===== src/rtl/nr_mem_ctrl_if.sv =====
// Core/memory signal bundle for nr_mem_ctrl: command side from the core,
// read/write ports toward the memory. The controller uses the slave view.
interface nr_mem_ctrl_if #(
   parameter int DATA_W = 8,
   parameter int ADDR_W = 4
);
   logic              req;
   logic [1:0]        op;
   logic [ADDR_W-1:0] addr_a;
   logic [ADDR_W-1:0] addr_b;
   logic [ADDR_W-1:0] len;
   logic [DATA_W-1:0] wdata;
   logic              busy;
   logic              done;
   logic [DATA_W-1:0] rdata;
   logic [DATA_W-1:0] mem_rdata;
   logic [DATA_W-1:0] mem_wdata;
   logic [ADDR_W-1:0] mem_wadr;
   logic [ADDR_W-1:0] mem_radr;
   logic              mem_wr;
   logic              mem_rd;

   modport slave (
      input  req, op, addr_a, addr_b, len, wdata, mem_rdata,
      output busy, done, rdata, mem_wdata, mem_wadr, mem_radr, mem_wr, mem_rd
   );

   modport master (
      output req, op, addr_a, addr_b, len, wdata, mem_rdata,
      input  busy, done, rdata, mem_wdata, mem_wadr, mem_radr, mem_wr, mem_rd
   );
endinterface


===== src/rtl/nr_mem_ctrl.sv =====
// nanoRisk memory initiator: sequences LOAD/STORE and multi-word COPY/FILL
// onto a 1-cycle-latency memory, with every output driven from a register.
module nr_mem_ctrl #(
   parameter int DATA_W = 8,
   parameter int ADDR_W = 4
) (
   input  logic          clk,
   input  logic          clr,
   nr_mem_ctrl_if.slave  bus
);
   localparam logic [1:0] OP_LOAD  = 2'b00;
   localparam logic [1:0] OP_STORE = 2'b01;
   localparam logic [1:0] OP_COPY  = 2'b10;
   localparam logic [ADDR_W-1:0] ONE = {{(ADDR_W-1){1'b0}}, 1'b1};

   typedef enum logic [2:0] {IDLE, LD, ST, CP_RD, CP_WR, FL} state_t;

   state_t            state_q;
   logic              busy_q;
   logic              done_q;
   logic [DATA_W-1:0] rdata_q;
   logic [DATA_W-1:0] mem_wdata_q;
   logic [ADDR_W-1:0] mem_wadr_q;
   logic [ADDR_W-1:0] mem_radr_q;
   logic              mem_wr_q;
   logic              mem_rd_q;
   logic [ADDR_W-1:0] src_q;
   logic [ADDR_W-1:0] dst_q;
   logic [ADDR_W-1:0] count_q;

   always_ff @(posedge clk or posedge clr) begin
      if (clr) begin
         state_q     <= IDLE;
         busy_q      <= 1'b0;
         done_q      <= 1'b0;
         rdata_q     <= '0;
         mem_wdata_q <= '0;
         mem_wadr_q  <= '0;
         mem_radr_q  <= '0;
         mem_wr_q    <= 1'b0;
         mem_rd_q    <= 1'b0;
         src_q       <= '0;
         dst_q       <= '0;
         count_q     <= '0;
      end else begin
         done_q <= 1'b0;
         case (state_q)
            IDLE: begin
               if (bus.req) begin
                  busy_q  <= 1'b1;
                  src_q   <= bus.addr_a;
                  dst_q   <= bus.addr_b;
                  // len=0 wraps to a full 2^ADDR_W count through the decrement
                  count_q <= bus.len;
                  case (bus.op)
                     OP_LOAD: begin
                        mem_rd_q   <= 1'b1;
                        mem_radr_q <= bus.addr_a;
                        state_q    <= LD;
                     end
                     OP_STORE: begin
                        mem_wr_q    <= 1'b1;
                        mem_wadr_q  <= bus.addr_a;
                        mem_wdata_q <= bus.wdata;
                        state_q     <= ST;
                     end
                     OP_COPY: begin
                        mem_rd_q   <= 1'b1;
                        mem_radr_q <= bus.addr_a;
                        state_q    <= CP_RD;
                     end
                     default: begin
                        mem_wr_q    <= 1'b1;
                        mem_wadr_q  <= bus.addr_a;
                        mem_wdata_q <= bus.wdata;
                        state_q     <= FL;
                     end
                  endcase
               end
            end
            LD: begin
               rdata_q  <= bus.mem_rdata;
               mem_rd_q <= 1'b0;
               busy_q   <= 1'b0;
               done_q   <= 1'b1;
               state_q  <= IDLE;
            end
            ST: begin
               mem_wr_q <= 1'b0;
               busy_q   <= 1'b0;
               done_q   <= 1'b1;
               state_q  <= IDLE;
            end
            CP_RD: begin
               mem_rd_q    <= 1'b0;
               mem_wr_q    <= 1'b1;
               mem_wadr_q  <= dst_q;
               mem_wdata_q <= bus.mem_rdata;
               state_q     <= CP_WR;
            end
            CP_WR: begin
               // next read starts only after this write commits on this edge
               mem_wr_q <= 1'b0;
               count_q  <= count_q - ONE;
               if (count_q != ONE) begin
                  src_q      <= src_q + ONE;
                  dst_q      <= dst_q + ONE;
                  mem_rd_q   <= 1'b1;
                  mem_radr_q <= src_q + ONE;
                  state_q    <= CP_RD;
               end else begin
                  busy_q  <= 1'b0;
                  done_q  <= 1'b1;
                  state_q <= IDLE;
               end
            end
            FL: begin
               count_q <= count_q - ONE;
               if (count_q != ONE) begin
                  mem_wadr_q <= mem_wadr_q + ONE;
               end else begin
                  mem_wr_q <= 1'b0;
                  busy_q   <= 1'b0;
                  done_q   <= 1'b1;
                  state_q  <= IDLE;
               end
            end
            default: state_q <= IDLE;
         endcase
      end
   end

   assign bus.busy      = busy_q;
   assign bus.done      = done_q;
   assign bus.rdata     = rdata_q;
   assign bus.mem_wdata = mem_wdata_q;
   assign bus.mem_wadr  = mem_wadr_q;
   assign bus.mem_radr  = mem_radr_q;
   assign bus.mem_wr    = mem_wr_q;
   assign bus.mem_rd    = mem_rd_q;
endmodule


===== src/flat_wrapper.sv =====
// flat-port wrapper written by rule: the top's interface ports become plain ports
module nr_mem_ctrl_flat 
#(
   parameter int DATA_W = 8,
   parameter int ADDR_W = 4
)
  (clk, clr, bus_req, bus_op, bus_addr_a, bus_addr_b, bus_len, bus_wdata, bus_mem_rdata, bus_busy, bus_done, bus_rdata, bus_mem_wdata, bus_mem_wadr, bus_mem_radr, bus_mem_wr, bus_mem_rd);
  nr_mem_ctrl_if #(.DATA_W(DATA_W), .ADDR_W(ADDR_W)) bus_i ();
  input  logic clk;
  input  logic clr;
  input wire logic [$bits(bus_i.req)-1:0] bus_req;
  input wire logic [$bits(bus_i.op)-1:0] bus_op;
  input wire logic [$bits(bus_i.addr_a)-1:0] bus_addr_a;
  input wire logic [$bits(bus_i.addr_b)-1:0] bus_addr_b;
  input wire logic [$bits(bus_i.len)-1:0] bus_len;
  input wire logic [$bits(bus_i.wdata)-1:0] bus_wdata;
  input wire logic [$bits(bus_i.mem_rdata)-1:0] bus_mem_rdata;
  output wire logic [$bits(bus_i.busy)-1:0] bus_busy;
  output wire logic [$bits(bus_i.done)-1:0] bus_done;
  output wire logic [$bits(bus_i.rdata)-1:0] bus_rdata;
  output wire logic [$bits(bus_i.mem_wdata)-1:0] bus_mem_wdata;
  output wire logic [$bits(bus_i.mem_wadr)-1:0] bus_mem_wadr;
  output wire logic [$bits(bus_i.mem_radr)-1:0] bus_mem_radr;
  output wire logic [$bits(bus_i.mem_wr)-1:0] bus_mem_wr;
  output wire logic [$bits(bus_i.mem_rd)-1:0] bus_mem_rd;
  assign bus_i.req = bus_req;
  assign bus_i.op = bus_op;
  assign bus_i.addr_a = bus_addr_a;
  assign bus_i.addr_b = bus_addr_b;
  assign bus_i.len = bus_len;
  assign bus_i.wdata = bus_wdata;
  assign bus_i.mem_rdata = bus_mem_rdata;
  assign bus_busy = bus_i.busy;
  assign bus_done = bus_i.done;
  assign bus_rdata = bus_i.rdata;
  assign bus_mem_wdata = bus_i.mem_wdata;
  assign bus_mem_wadr = bus_i.mem_wadr;
  assign bus_mem_radr = bus_i.mem_radr;
  assign bus_mem_wr = bus_i.mem_wr;
  assign bus_mem_rd = bus_i.mem_rd;
  nr_mem_ctrl #(.DATA_W(DATA_W), .ADDR_W(ADDR_W)) u_core (.clk(clk), .clr(clr), .bus(bus_i));
endmodule

===== config.mk =====
export PLATFORM = sky130hd
export DESIGN_NAME = nr_mem_ctrl_flat
export DESIGN_NICKNAME = d
export VERILOG_FILES = /design/src/rtl/nr_mem_ctrl_if.sv /design/src/rtl/nr_mem_ctrl.sv /design/src/flat_wrapper.sv
export SDC_FILE = /design/constraint.sdc
export NUM_CORES = 1
export LEC_CHECK = 0
export CORE_ASPECT_RATIO = 0.75
export CORE_UTILIZATION = 52
export CTS_CLUSTER_SIZE = 20
export DETAILED_ROUTE_END_ITERATION = 16
export GPL_ROUTABILITY_DRIVEN = 0
export PLACE_DENSITY = 0.84
export SKIP_LAST_GASP = 1
export SYNTH_ARGS = -nofsm -noshare
export SYNTH_HDL_FRONTEND = slang
export SYNTH_SLANG_ARGS = --single-unit

===== constraint.sdc =====
create_clock -name clk -period 3.2 [get_ports clk]
set_input_delay 0.32 -clock clk [delete_from_list [all_inputs] [get_ports clk]]
set_output_delay 0.32 -clock clk [all_outputs]
set_load 0.005 [all_outputs]

**Yosys cells after proc, flatten, opt, wreduce, memory -nomap -nowiden**

Index checks and enable logic that the tools add are counted.
W data, S select, Z words.

- Add/sub/neg operators: 4
- Equality and inequality tests: 15
- Mux-type cells: 35
- Reductions and logical operators: 23

Operator list:

| cell | count |
|---|---|
| $mux W4 | 10 |
| $pmux W4 S2 | 4 |
| $mux W8 | 2 |
| $pmux W8 S2 | 1 |
| $reduce_and A4 Y1 | 4 |
| $add A4 B1 Y4 const B | 3 |
| $pmux W3 S4 | 1 |
| $pmux W4 S3 | 1 |
| $ne A2 B2 Y1 const B | 5 |
| $reduce_or A2 Y1 | 5 |
| $pmux W3 S3 | 1 |
| $reduce_and A3 Y1 | 3 |
| $reduce_bool A3 Y1 | 3 |
| $mux W1 | 8 |
| $eq A3 B2 Y1 const B | 2 |
| $eq A3 B3 Y1 const B | 2 |
| $mux W3 | 2 |
| $pmux W1 S3 | 2 |
| $reduce_bool A2 Y1 | 3 |
| $ne A2 B1 Y1 const B | 2 |
| $ne A4 B1 Y1 const B | 1 |
| $pmux W1 S4 | 1 |
| $reduce_and A2 Y1 | 2 |
| $reduce_bool A4 Y1 | 1 |
| other kinds (8) | 8 |

- Flip-flop bits (word level): 43
- Input bits: 33
- Output and inout port bits: 28
- Word-level logic and storage cells: 89

**Logic depth before layout (Yosys ltp)**

Gate-level depths: netlist of run 1.

- Word-level depth: 5
- Depth in mapped cells: 8
- Mapped depth without buffers: 6

**Worst setup path before layout of run 1**

OpenSTA, ideal clock, no wires.

- Kind: in2reg
- Start point: input bus_op[0]
- End point: register u_core.mem_wadr_q[1] (netlist: u_core.bus.mem_wadr[1])
- Arrival time: 1,694 ps
- Data required time: 3,073 ps
- Path slack: 1,379 ps
- Stages: 7
- Buffers on the path: 1
- Cells stage by stage: inv_1 ha_1 or3b_1 o31a_1 buf_6 nand2_2 mux2_1

- Longest elaborated chain between the ends: 4

RTL lines:

| item | RTL line | text |
|---|---|---|
| from (decl) | flat_wrapper.sv:12 | `input wire logic [$bits(bus_i.op)-1:0] bus_op;` |
| $eq A2 B2 Y1 or $logic_not A2 Y1 (tied branches) | nr_mem_ctrl.sv:55 | `case (bus.op)` |
| $reduce_or A2 Y1 (no source line) (*) | - |  |
| $ne A2 B2 Y1 (no source line) (*) | - |  |
| $reduce_and A4 Y1 (no source line) (*) | - |  |
| to (signal assigned) | nr_mem_ctrl.sv:63 | `mem_wadr_q <= bus.addr_a;` |
| to (signal assigned) | nr_mem_ctrl.sv:74 | `mem_wadr_q <= bus.addr_a;` |
| to (signal assigned) | nr_mem_ctrl.sv:97 | `mem_wadr_q <= dst_q;` |
| to (decl) | nr_mem_ctrl.sv:23 | `logic [ADDR_W-1:0] mem_wadr_q;` |

Every way passes the cells marked *; elsewhere a longest branch is shown, timed or not.
A chain may end at the register's enable or synchronous reset.

**Worst setup path after layout of run 1**

Ends and elaborated chain as after synthesis.

==> qor_table.md, run 1 <==
| Item | Reported | Unit |
| --- | --- | --- |
| WL per Instance | 15.7 | µm |
| Post-synthesis cell count | 226 | - |
| ANT nets after route | 0 | - |
| Normalized max-slew margin | 53.1 | % |
| First-pass iteration count of the detailed router | 4 | - |
| Final clock skew | 0.00667 | ns |
| Flops & latches, synth | 43 | - |
| Grt total ovfl | 0 | - |
| Average size of a mapped cell | 10.3 | µm² |
| Pwr Total | 2950 | µW |
| Worst reg2reg path startpoint | u_core.state_q[0]$_DFFE_PP0P_ | - |
| Total wire length after detailed routing | 5310 | µm |
| Multiplexer area fraction after synthesis | 11.9 | % |
| Initial antenna violation count | 0 | - |
| DPL Wire Length | 4000 | µm |
| Compound-Gate Fraction of Synth Area | 17.4 | % |
| Synth Area in Simple Gates | 13.1 | % |
| Max Clk Rate | 422 | MHz |
| Final Slew Violations | 0 | - |
| Required time of the critical path | 3.37 | ns |
| Type of the worst min-delay path | input pin to async pin | - |
| Most used standard cells in the synthesized netlist | 43 x sky130_fd_sc_hd__dfrtp_1, 20 x sky130_fd_sc_hd__nand2_1, 18 x sky130_fd_sc_hd__o21ai_0 | - |
| Post-cts hold buffer count | 0 | - |
| Width of the die | 79.4 | µm |
| First-pass GRT wire length | 8700 | µm |
| Non-filler instance count after layout | 339 | - |
| Cell with the most instances after synthesis | sky130_fd_sc_hd__dfrtp_1 | - |
| Ys Warns | 0 | - |
| Least-Margin Pin Slew | 0.700 | ns |
| Part of the cycle the worst path needs | 74.0 | % |
| Top-area cell type share of the netlist area | 46.1 | % |
| Register area share after synthesis | 46.1 | % |
| Endpoint type of the worst setup path | flop | - |
| CTS H-tree lvls | 2 | - |
| Main combinational cell family by area after synthesis | compound AO/OA/AOI/OAI gates | - |
| Top_reg_cell synth | sky130_fd_sc_hd__dfrtp_1 | - |
| Layout fillers | 309 | - |
| Residual DRC count | 0 | - |
| Largest net degree at the start of global routing | 25 | - |
| Register area | 0.00108 | mm² |
| Total count of hold-check failures in the final report | 0 | - |
| Clock transition at the registers of the reported paths | 0.08 | ns |
| Kind of critical path | input pin to flop | - |
| Most area-hungry cell type in the Yosys netlist | sky130_fd_sc_hd__dfrtp_1 | - |
| Post-Synthesis Net Count | 268 | - |
| I/O Pins | 61 | - |
| Data arrival time of the critical path | 2.54 | ns |
| Inst Count DP | 331 | - |
| Number of enable flip-flop cells after synthesis | 0 | - |
| Area growth from synthesis to layout | 31.1 | % |
| Number of buffers created by CTS | 5 | - |
| Area occupied by multi-input gates | 0.00113 | mm² |
| Via-per-instance ratio | 5.53 | - |
| Max IR drop VDD | 0.000627 | V |
| CTS tree | done | - |
| Clock insertion delay at the later pin of the skew report | 0.29 | ns |
| Max_cap viols | 0 | - |
| Number of clock sinks | 43 | - |
| Number of vias in the routed layout | 1875 | - |
| Setup repair after global routing missed its margin | false | - |
| Number of distinct standard cells referenced by the synthesized netlist | 49 | - |
| Initial core utilization | 55.9 | % |
| Die extent in y | 60.0 | µm |
| # resized after CTS | 0 | - |
| Fraction of registers with async set or reset after synthesis | 100 | % |
| Final #Nets | 325 | - |
| Number of global-route vias before repair | 1788 | - |
| Die Area | 0.00477 | mm² |
| Synth top area cells | sky130_fd_sc_hd__dfrtp_1 46%, sky130_fd_sc_hd__mux2_2 5.8%, sky130_fd_sc_hd__mux2i_1 5.1% | - |
| Static power due to leakage | 0.00138 | µW |
| Postcts setup bufs | 0 | - |
| Maximum fanout count along the critical path | 19 | - |
| Aggregate global-route resource usage | 24.5 | % |
| Nature of the critical path startpoint | input pin | - |
| Clock root cell | sky130_fd_sc_hd__clkbuf_8 | - |
| Total negative setup slack | 0 | ns |
| Power density of the placed cells | 962 | mW/mm² |
| Number of input and output port buffers inserted | 60 | - |
| FP Rows | 20 | - |
| Area of the core | 0.00418 | mm² |
| Initial DRC Count | 87 | - |
| Post-Synth XOR/XNOR Area | 1.12 | % |
| Status | finished clean | - |
| Setup slack at placement | 0.531 | ns |
| Antenna Diode Count | 0 | - |
| Maximum buffer depth of the clock tree | 2 | - |
| Post-layout worst setup margin | 0.832 | ns |
| Final critical-path required period | 2.37 | ns |
| Launch point of the critical path | bus_op[0] | - |
| Share of layout cells above drive strength 1 | 11.6 | % |
| Combined area of all synthesized cells | 0.00234 | mm² |
| Endpoints failing setup | 0 | - |
| Synthesized-area fraction occupied by adder cells | 4.82 | % |
## routing by layer
layer	part of all wire [%]	routed length (µm)	global-route usage, %
met1	47	2490	34.2
met2	47	2480	39.9
met3	5.8	307	4.27
met4	0.75	40	6.49
met5	0	0	0
## where the power goes
part | internal [µW] | leakage, µW | switching [µW]
Combinational | 803 | 0.000805 | 627
Clock | 252 | 0.0000612 | 181
Sequential | 820 | 0.000510 | 262
Total | 1880 | 0.00138 | 1070
## worst paths after layout
| check | end | slack, ns | cells after the start |
|---|---|---|---|
| max | u_core.bus.mem_wadr[1]$_DFFE_PP0P_ | 0.83 | 7 |
| max in group asynchronous | u_core.bus.mem_wdata[5]$_DFFE_PP0P_ | 2.16 | 3 |
| min reg2reg | u_core.bus.mem_wdata[4]$_DFFE_PP0P_ | 0.48 | 2 |
| min in group clk | u_core.bus.mem_wdata[4]$_DFFE_PP0P_ | 0.48 | 2 |
| min | u_core.bus.mem_wr$_DFFE_PP0P_ | 0.35 | 2 |
| max reg2reg | u_core.bus.mem_wadr[1]$_DFFE_PP0P_ | 1.06 | 4 |
## worst max-delay path: stages
cell and delay (ns):
sky130_fd_sc_hd__clkdlybuf4s50_1 0.51, sky130_fd_sc_hd__inv_1 0.08, sky130_fd_sc_hd__ha_1 0.22, sky130_fd_sc_hd__or3b_1 0.43
sky130_fd_sc_hd__o31a_1 0.48, sky130_fd_sc_hd__nand2_2 0.18, sky130_fd_sc_hd__mux2_1 0.33
## per-stage QoR
step | cell area, µm² | hold slack [ns] | util [%]
floorplan | 2340 | 0.451 | -
global placement | 2950 | 0.461 | 70.5
detailed placement | 2950 | 0.469 | 70.5
CTS | 3060 | 0.370 | 73.3
global route | 3060 | 0.398 | 73.3
finish | 3060 | 0.353 | 73.3
## placed cells by master (no fill, tap or decap), types with 2 or more instances in the layout
cell	synthesis	final
sky130_fd_sc_hd__clkdlybuf4s50_1	0	60
sky130_fd_sc_hd__dfrtp_1	43	43
sky130_fd_sc_hd__nand2_1	20	20
sky130_fd_sc_hd__o21ai_0	18	18
sky130_fd_sc_hd__mux2_2	12	12
sky130_fd_sc_hd__a21oi_1	12	12
sky130_fd_sc_hd__mux2i_1	12	12
sky130_fd_sc_hd__nor2_1	10	10
sky130_fd_sc_hd__inv_1	11	10
sky130_fd_sc_hd__ha_1	9	9
sky130_fd_sc_hd__clkbuf_8	0	6
sky130_fd_sc_hd__nand2b_1	5	5
sky130_fd_sc_hd__a31oi_1	5	5
sky130_fd_sc_hd__nand3_1	5	5
sky130_fd_sc_hd__buf_4	2	4
sky130_fd_sc_hd__or3b_1	3	3
sky130_fd_sc_hd__a21o_1	3	3
sky130_fd_sc_hd__o22ai_1	3	3
sky130_fd_sc_hd__nor3_1	3	3
sky130_fd_sc_hd__o21ai_1	3	3
sky130_fd_sc_hd__a2bb2oi_1	3	3
sky130_fd_sc_hd__nor2b_1	2	2
sky130_fd_sc_hd__xor2_1	2	2
sky130_fd_sc_hd__o2bb2ai_1	2	2
sky130_fd_sc_hd__o21ai_2	2	2
sky130_fd_sc_hd__mux2_1	2	2
## layout make-up
class,instances,area share [%]
Tap cell,55,2.25
Clock buffer,6,2.70
Timing Repair Buffer,64,20.6
Multi-Input combinational cell,158,36.8
Sequential cell,43,35.1
Inverter,11,1.35
Clock inverter,2,1.14
## cell families after synthesis
family          Yosys count
compound gates           63
xor+xnor                  3
fa+ha+maj                 9
buf+inv                  25
flops                    43
mux                      26
simple gates             57
## registers in the layout, summed over array words and instances (netlist names), 3 cells and up
register	count
u_core.bus.mem_radr	4
u_core.bus.mem_wadr	4
u_core.bus.mem_wdata	8
u_core.bus.rdata	8
u_core.count_q	4
u_core.dst_q	4
u_core.src_q	4
u_core.state_q	3
No activity file was read; power rests on OpenSTA's default activity.
==> inputs of run 2 (changes only) <==
- CORE_UTILIZATION: 52 -> 49
- PLACE_DENSITY: 0.84 -> 0.79
- clock period: 3.2 -> 2.18 ns (I/O delays scaled with it)
==> qor_table.md, run 2 (same netlist as run 1, synthesis figures left out) <==
| Item | Reported | Unit | Change |
| --- | --- | --- | --- |
| Status | finished clean | - |  |
| Initial antenna violation count | 0 | - | unchanged |
| Width of the die | 81.7 | µm | +2.9% |
| Part of the cycle the worst path needs | 90.5 | % |  |
| ANT nets after route | 0 | - | unchanged |
| Inst Count DP | 343 | - | +3.6% |
| Number of global-route vias before repair | 1814 | - | +1.5% |
| CP cell instances | clkdlybuf4s50_1 -> inv_1 -> ha_1 -> or3b_1 -> o31a_1 -> nand2_2 -> mux2_1 | - |  |
| Normalized max-slew margin | 64.0 | % | +11 points |
| Area growth from synthesis to layout | 34.4 | % |  |
| Cell area after placement | 0.00302 | mm² | +2.6% |
| Max Clk Rate | 507 | MHz |  |
| Slowest-stage cell, CP | sky130_fd_sc_hd__clkdlybuf4s50_1 | - |  |
| Data arrival time of the critical path | 2.15 | ns | -0.39 ns |
| Least-Margin Pin Slew | 0.540 | ns | -0.160 ns |
| Clock root cell | sky130_fd_sc_hd__clkbuf_8 | - |  |
| Die extent in y | 61.8 | µm | +2.9% |
| Kind of critical path | input pin to flop | - |  |
| FP Rows | 21 | - | +5.0% |
| Clock insertion delay at the later pin of the skew report | 0.30 | ns | about the same |
| Endpoints failing setup | 0 | - | unchanged |
| Maximum buffer depth of the clock tree | 2 | - | unchanged |
| Finished Cell Area | 0.00314 | mm² | +2.5% |
| Worst R2R Path Depth | 5 | - | +1 |
| Postcts setup bufs | 0 | - | unchanged |
| I/O Pins | 61 | - | unchanged |
| Most common library cell in the layout ignoring fill and taps | sky130_fd_sc_hd__clkdlybuf4s50_1 | - |  |
| Aggregate global-route resource usage | 22.4 | % | -2.1 points |
| Commonest cells after routing, fill and taps aside | 60 x sky130_fd_sc_hd__clkdlybuf4s50_1, 43 x sky130_fd_sc_hd__dfrtp_1, 20 x sky130_fd_sc_hd__nand2_1 | - |  |
| Final #Nets | 335 | - | +3.1% |
| First-pass GRT wire length | 8360 | µm | -4.0% |
| Post-cts hold buffer count | 0 | - | unchanged |
| # resized after CTS | 0 | - | unchanged |
| CTS H-tree lvls | 2 | - | unchanged |
| Number of clock sinks | 43 | - | unchanged |
| Initial core utilization | 51.7 | % | -4.2 points |
| DPL Wire Length | 3880 | µm | -3.0% |
| Residual DRC count | 0 | - | unchanged |
| WL per Instance | 15.3 | µm | -2.3% |
| Maximum fanout count along the critical path | 4 | - | -15 |
| Number of buffers created by CTS | 5 | - | unchanged |
| Number of input and output port buffers inserted | 60 | - | unchanged |
| Capturing point of the worst reg2reg path | u_core.bus.mem_radr[3]$_DFFE_PP0P_ | - |  |
| Type of the worst min-delay path | input pin to async pin | - |  |
| Max_cap viols | 0 | - | unchanged |
| Endpoint type of the worst setup path | flop | - |  |
| Setup repair after global routing missed its margin | false | - |  |
| Via-per-instance ratio | 5.45 | - | -1.5% |
| Total count of hold-check failures in the final report | 0 | - | unchanged |
| Share of layout cells above drive strength 1 | 14.6 | % | +3.0 points |
| Max IR drop VDD | 0.000744 | V | +19% |
| Area of the core | 0.00452 | mm² | +8.1% |
| Final critical-path required period | 1.97 | ns |  |
| Final Slew Violations | 0 | - | unchanged |
| Nature of the critical path startpoint | input pin | - |  |
| Clock transition at the registers of the reported paths | 0.08 | ns | about the same |
| Initial DRC Count | 118 | - | +36% |
| Largest incremental delay on the critical path | 0.48 | ns | -0.03 ns |
| Non-filler instance count after layout | 351 | - | +3.5% |
| Static power due to leakage | 0.00143 | µW | +3.9% |
| Die Area | 0.00505 | mm² | +5.9% |
| Total wire length after detailed routing | 5370 | µm | +1.1% |
| Final clock skew | 0.00879 | ns | +0.00212 ns |
| Worst reg2reg path startpoint | u_core.count_q[0]$_DFFE_PP0P_ | - |  |
| Power density of the placed cells | 1410 | mW/mm² | +46% |
| Grt total ovfl | 0 | - | unchanged |
| Antenna Diode Count | 0 | - | unchanged |
| Largest net degree at the start of global routing | 44 | - | +76% |
| First-pass iteration count of the detailed router | 4 | - | unchanged |
| Worst R2R Setup Slack | 0.26 | ns | -0.80 ns |
| Required time of the critical path | 2.36 | ns | -1.01 ns |
| Number of vias in the routed layout | 1912 | - | +2.0% |
| CTS tree | done | - |  |
-- run 2: changes by cell type in the layout (fill, tap and decap cells not counted), sizes merged --
cell,change
buf,+10
inv,+1
clkinv,-1
-- run 2: final cells by class --
| class | count | area [µm²] |
|---|---|---|
| sequential | 43 | 1080 |
| tap | 57 | 71.3 |
| timing repair buffer | 74 | 706 |
| inverter | 11 | 41.3 |
| multi-input combinational | 158 | 1130 |
| clock buffer | 6 | 82.6 |
| clock inverter | 2 | 35.0 |
| fill | 352 | 1380 |
-- run 2: worst max path at each step --
stage	cells after the start	start	endpoint
final	7	bus_op[0]	u_core.bus.mem_wadr[2]$_DFFE_PP0P_
after global placement	7	bus_op[0]	u_core.bus.mem_wadr[1]$_DFFE_PP0P_
after floorplan	6	u_core.count_q[0]$_DFFE_PP0P_	u_core.bus.mem_radr[0]$_DFFE_PP0P_
after detailed placement	7	bus_op[1]	u_core.bus.mem_wadr[1]$_DFFE_PP0P_
after CTS	7	bus_op[0]	u_core.bus.mem_wadr[1]$_DFFE_PP0P_
after global routing	7	bus_op[0]	u_core.bus.mem_wadr[1]$_DFFE_PP0P_
-- run 2: power by group --
part           total [µW]  switching, µW  internal, µW  leakage [µW]
clock                 650            279           371     0.0000612
sequential           1570            366          1200      0.000510
combinational        2200            958          1250      0.000858
total                4430           1600          2820       0.00143
-- run 2: per-layer routing --
layer  wire (µm)  track usage (%)  up-vias
li1            -                -      942
met1        2530             30.2      913
met2        2550             35.8       53
met3         266             5.55        4
met4          29             7.27        0
met5           0                0        -
-- run 2: stage by stage --
step	util (%)	hold WS [ns]	total power (µW)	setup TNS, ns	setup slack [ns]
final	69.5	0.348	4430	0	0.207
after CTS	69.5	0.368	4450	0	0.206
after detailed placement	66.9	0.468	3770	-0.282	-0.0950
after global routing	69.5	0.434	4750	0	0.125
after floorplan	-	0.349	2870	0	0.450
after global placement	66.9	0.461	3690	-0.0603	-0.0302
-- run 2: worst max-delay path: cells and delay by family --
kind            cells  cell delay, ns
buf+inv             2            0.55
simple gates        2            0.53
mux                 1            0.33
compound gates      1            0.32
fa+ha+maj           1            0.21
==> inputs of run 3 (changes only) <==
- GPL_TIMING_DRIVEN: default -> 0
- HOLD_SLACK_MARGIN: default -> 0.02
==> qor_table.md, run 3 (same netlist as run 1, synthesis figures left out) <==
| Item | Reported | Unit | Change |
| --- | --- | --- | --- |
| Max layer used | met4 | - |  |
| Number of input and output port buffers inserted | 60 | - | unchanged |
| Max_cap viols | 0 | - | unchanged |
| DR WL met3 | 273 | µm | +2.6% |
| Max IR drop VDD | 0.000879 | V | +18% |
| Post-layout worst setup margin | 0.0833 | ns | -0.124 ns |
| # resized after CTS | 0 | - | unchanged |
| Via-per-instance ratio | 5.35 | - | -1.8% |
| Clock transition at the registers of the reported paths | 0.09 | ns | about the same |
| Number of vias in the routed layout | 1883 | - | -1.5% |
| Total wire length after detailed routing | 5320 | µm | -0.97% |
| Total count of hold-check failures in the final report | 0 | - | unchanged |
| First-pass GRT wire length | 8480 | µm | +1.5% |
| Static power due to leakage | 0.00142 | µW | -0.44% |
| Final critical-path required period | 2.10 | ns | +0.124 ns |
| Final Slew Violations | 0 | - | unchanged |
| Detail Route met2 WL | 2360 | µm | -7.5% |
| Normalized max-slew margin | 62.1 | % | -1.9 points |
| Number of buffers created by CTS | 5 | - | unchanged |
| Initial core utilization | 51.7 | % | unchanged |
| Clock insertion delay at the later pin of the skew report | 0.31 | ns | about the same |
| Number of clock sinks | 43 | - | unchanged |
| Endpoints failing setup | 0 | - | unchanged |
| I/O Pins | 61 | - | unchanged |
| Setup slack at placement | -0.229 | ns | -0.134 ns |
| Total negative setup slack | 0 | ns | unchanged |
| Routed length on met1 | 2680 | µm | +6.0% |
| CTS H-tree lvls | 2 | - | unchanged |
| Nature of the critical path startpoint | input pin | - |  |
| Post-cts hold buffer count | 0 | - | unchanged |
| WL per Instance | 15.1 | µm | -1.2% |
| Layout fillers | 362 | - | +2.8% |
| Final clock skew | 0.00627 | ns | -0.00252 ns |
| DPL Wire Length | 4010 | µm | +3.3% |
| Post-layout utilization of the core | 69.6 | % | +0.083 points |
| Final #Nets | 336 | - | +0.30% |
| CTS tree | done | - |  |
| Max Clk Rate | 477 | MHz | -5.9% |
| Kind of critical path | input pin to flop | - |  |
| Smallest hold slack | 0.0687 | ns | -0.279 ns |
| Commonest cells after routing, fill and taps aside | 60 x sky130_fd_sc_hd__clkdlybuf4s50_1, 43 x sky130_fd_sc_hd__dfrtp_1, 20 x sky130_fd_sc_hd__nand2_1 | - |  |
| Finished Cell Area | 0.00314 | mm² | +0.12% |
| Required time of the critical path | 2.37 | ns | about the same |
| Clock root cell | sky130_fd_sc_hd__clkbuf_8 | - |  |
| Type of the worst min-delay path | input pin to async pin | - |  |
| Initial antenna violation count | 0 | - | unchanged |
| First-pass iteration count of the detailed router | 4 | - | unchanged |
| Data arrival time of the critical path | 2.29 | ns | +0.14 ns |
| Die Area | 0.00505 | mm² | unchanged |
| Part of the cycle the worst path needs | 96.2 | % | +5.7 points |
| Grt total ovfl | 0 | - | unchanged |
| Maximum buffer depth of the clock tree | 2 | - | unchanged |
| Share of layout cells above drive strength 1 | 14.2 | % | -0.39 points |
| Maximum fanout count along the critical path | 10 | - | +6 |
| Status | finished clean | - |  |
| Die extent in y | 61.8 | µm | unchanged |
| Area growth from synthesis to layout | 34.6 | % |  |
| Endpoint type of the worst setup path | flop | - |  |
| ANT nets after route | 0 | - | unchanged |
| Cell area after placement | 0.00303 | mm² | +0.17% |
| Least-Margin Pin Slew | 0.566 | ns | +0.0258 ns |
| Antenna Diode Count | 0 | - | unchanged |
| FP Rows | 21 | - | unchanged |
| Largest net degree at the start of global routing | 43 | - | -2.3% |
| Area of the core | 0.00452 | mm² | unchanged |
| Residual DRC count | 0 | - | unchanged |
| Power density of the placed cells | 1410 | mW/mm² | +0.25% |
| Postcts setup bufs | 0 | - | unchanged |
| Aggregate global-route resource usage | 22.9 | % | +0.57 points |
| Width of the die | 81.7 | µm | unchanged |
| Number of global-route vias before repair | 1725 | - | -4.9% |
| Setup repair after global routing missed its margin | false | - |  |
| Most common library cell in the layout ignoring fill and taps | sky130_fd_sc_hd__clkdlybuf4s50_1 | - |  |
| Initial DRC Count | 96 | - | -19% |
==> run 3: stage by stage <==
| step | total power [µW] | std cells |
|---|---|---|
| floorplan | 2870 | 226 |
| global placement | 3730 | 343 |
| detailed placement | 3810 | 344 |
| CTS | 4470 | 352 |
| global route | 4790 | 352 |
| finish | 4440 | 352 |
==> run 3: critical path, cell delays in order <==
cell and delay, ns:
sky130_fd_sc_hd__clkdlybuf4s50_1 0.51, sky130_fd_sc_hd__inv_1 0.08, sky130_fd_sc_hd__ha_1 0.21, sky130_fd_sc_hd__or3b_1 0.44, sky130_fd_sc_hd__o31a_1 0.27, sky130_fd_sc_hd__buf_6 0.15, sky130_fd_sc_hd__nand2_2 0.09, sky130_fd_sc_hd__mux2_1 0.33
==> run 3: final timing paths <==
check,start,endpoint,slack (ns),depth (start not counted)
min,clr,u_core.bus.rdata[7]$_DFFE_PP0P_,0.07,2
max in group asynchronous,clr,u_core.count_q[1]$_DFFE_PP0P_,1.70,3
min in group clk,u_core.bus.mem_rd$_DFFE_PP0P_,u_core.bus.mem_rd$_DFFE_PP0P_,0.48,1
max reg2reg,u_core.count_q[0]$_DFFE_PP0P_,u_core.bus.mem_radr[2]$_DFFE_PP0P_,0.18,6
max,bus_op[0],u_core.bus.mem_wadr[2]$_DFFE_PP0P_,0.08,8
min reg2reg,u_core.bus.mem_rd$_DFFE_PP0P_,u_core.bus.mem_rd$_DFFE_PP0P_,0.48,1
==> run 3: where the power goes <==
| group | leakage, µW | switching, µW | internal [µW] |
|---|---|---|---|
| sequential | 0.000510 | 266 | 1210 |
| combinational | 0.000855 | 1060 | 1260 |
| clock | 0.0000587 | 300 | 347 |
| total | 0.00142 | 1630 | 2820 |
==> run 3: cell type report <==
type | instances | area, µm² | area share [%]
Sequential cell | 43 | 1080 | 34.2
Inverter | 11 | 41.3 | 1.31
Timing Repair Buffer | 61 | 621 | 19.7
Tap cell | 57 | 71.3 | 2.27
Multi-Input combinational cell | 158 | 1130 | 35.9
Clock inverter | 3 | 47.5 | 1.51
Buffer | 14 | 90.1 | 2.87
Clock buffer | 5 | 68.8 | 2.19
==> run 3: per-layer routing <==
metal | vias up | track usage (%)
li1 | 940 | -
met4 | 0 | 4.01
met2 | 33 | 33.2
met1 | 908 | 34.0
met3 | 2 | 7.30
met5 | - | 0
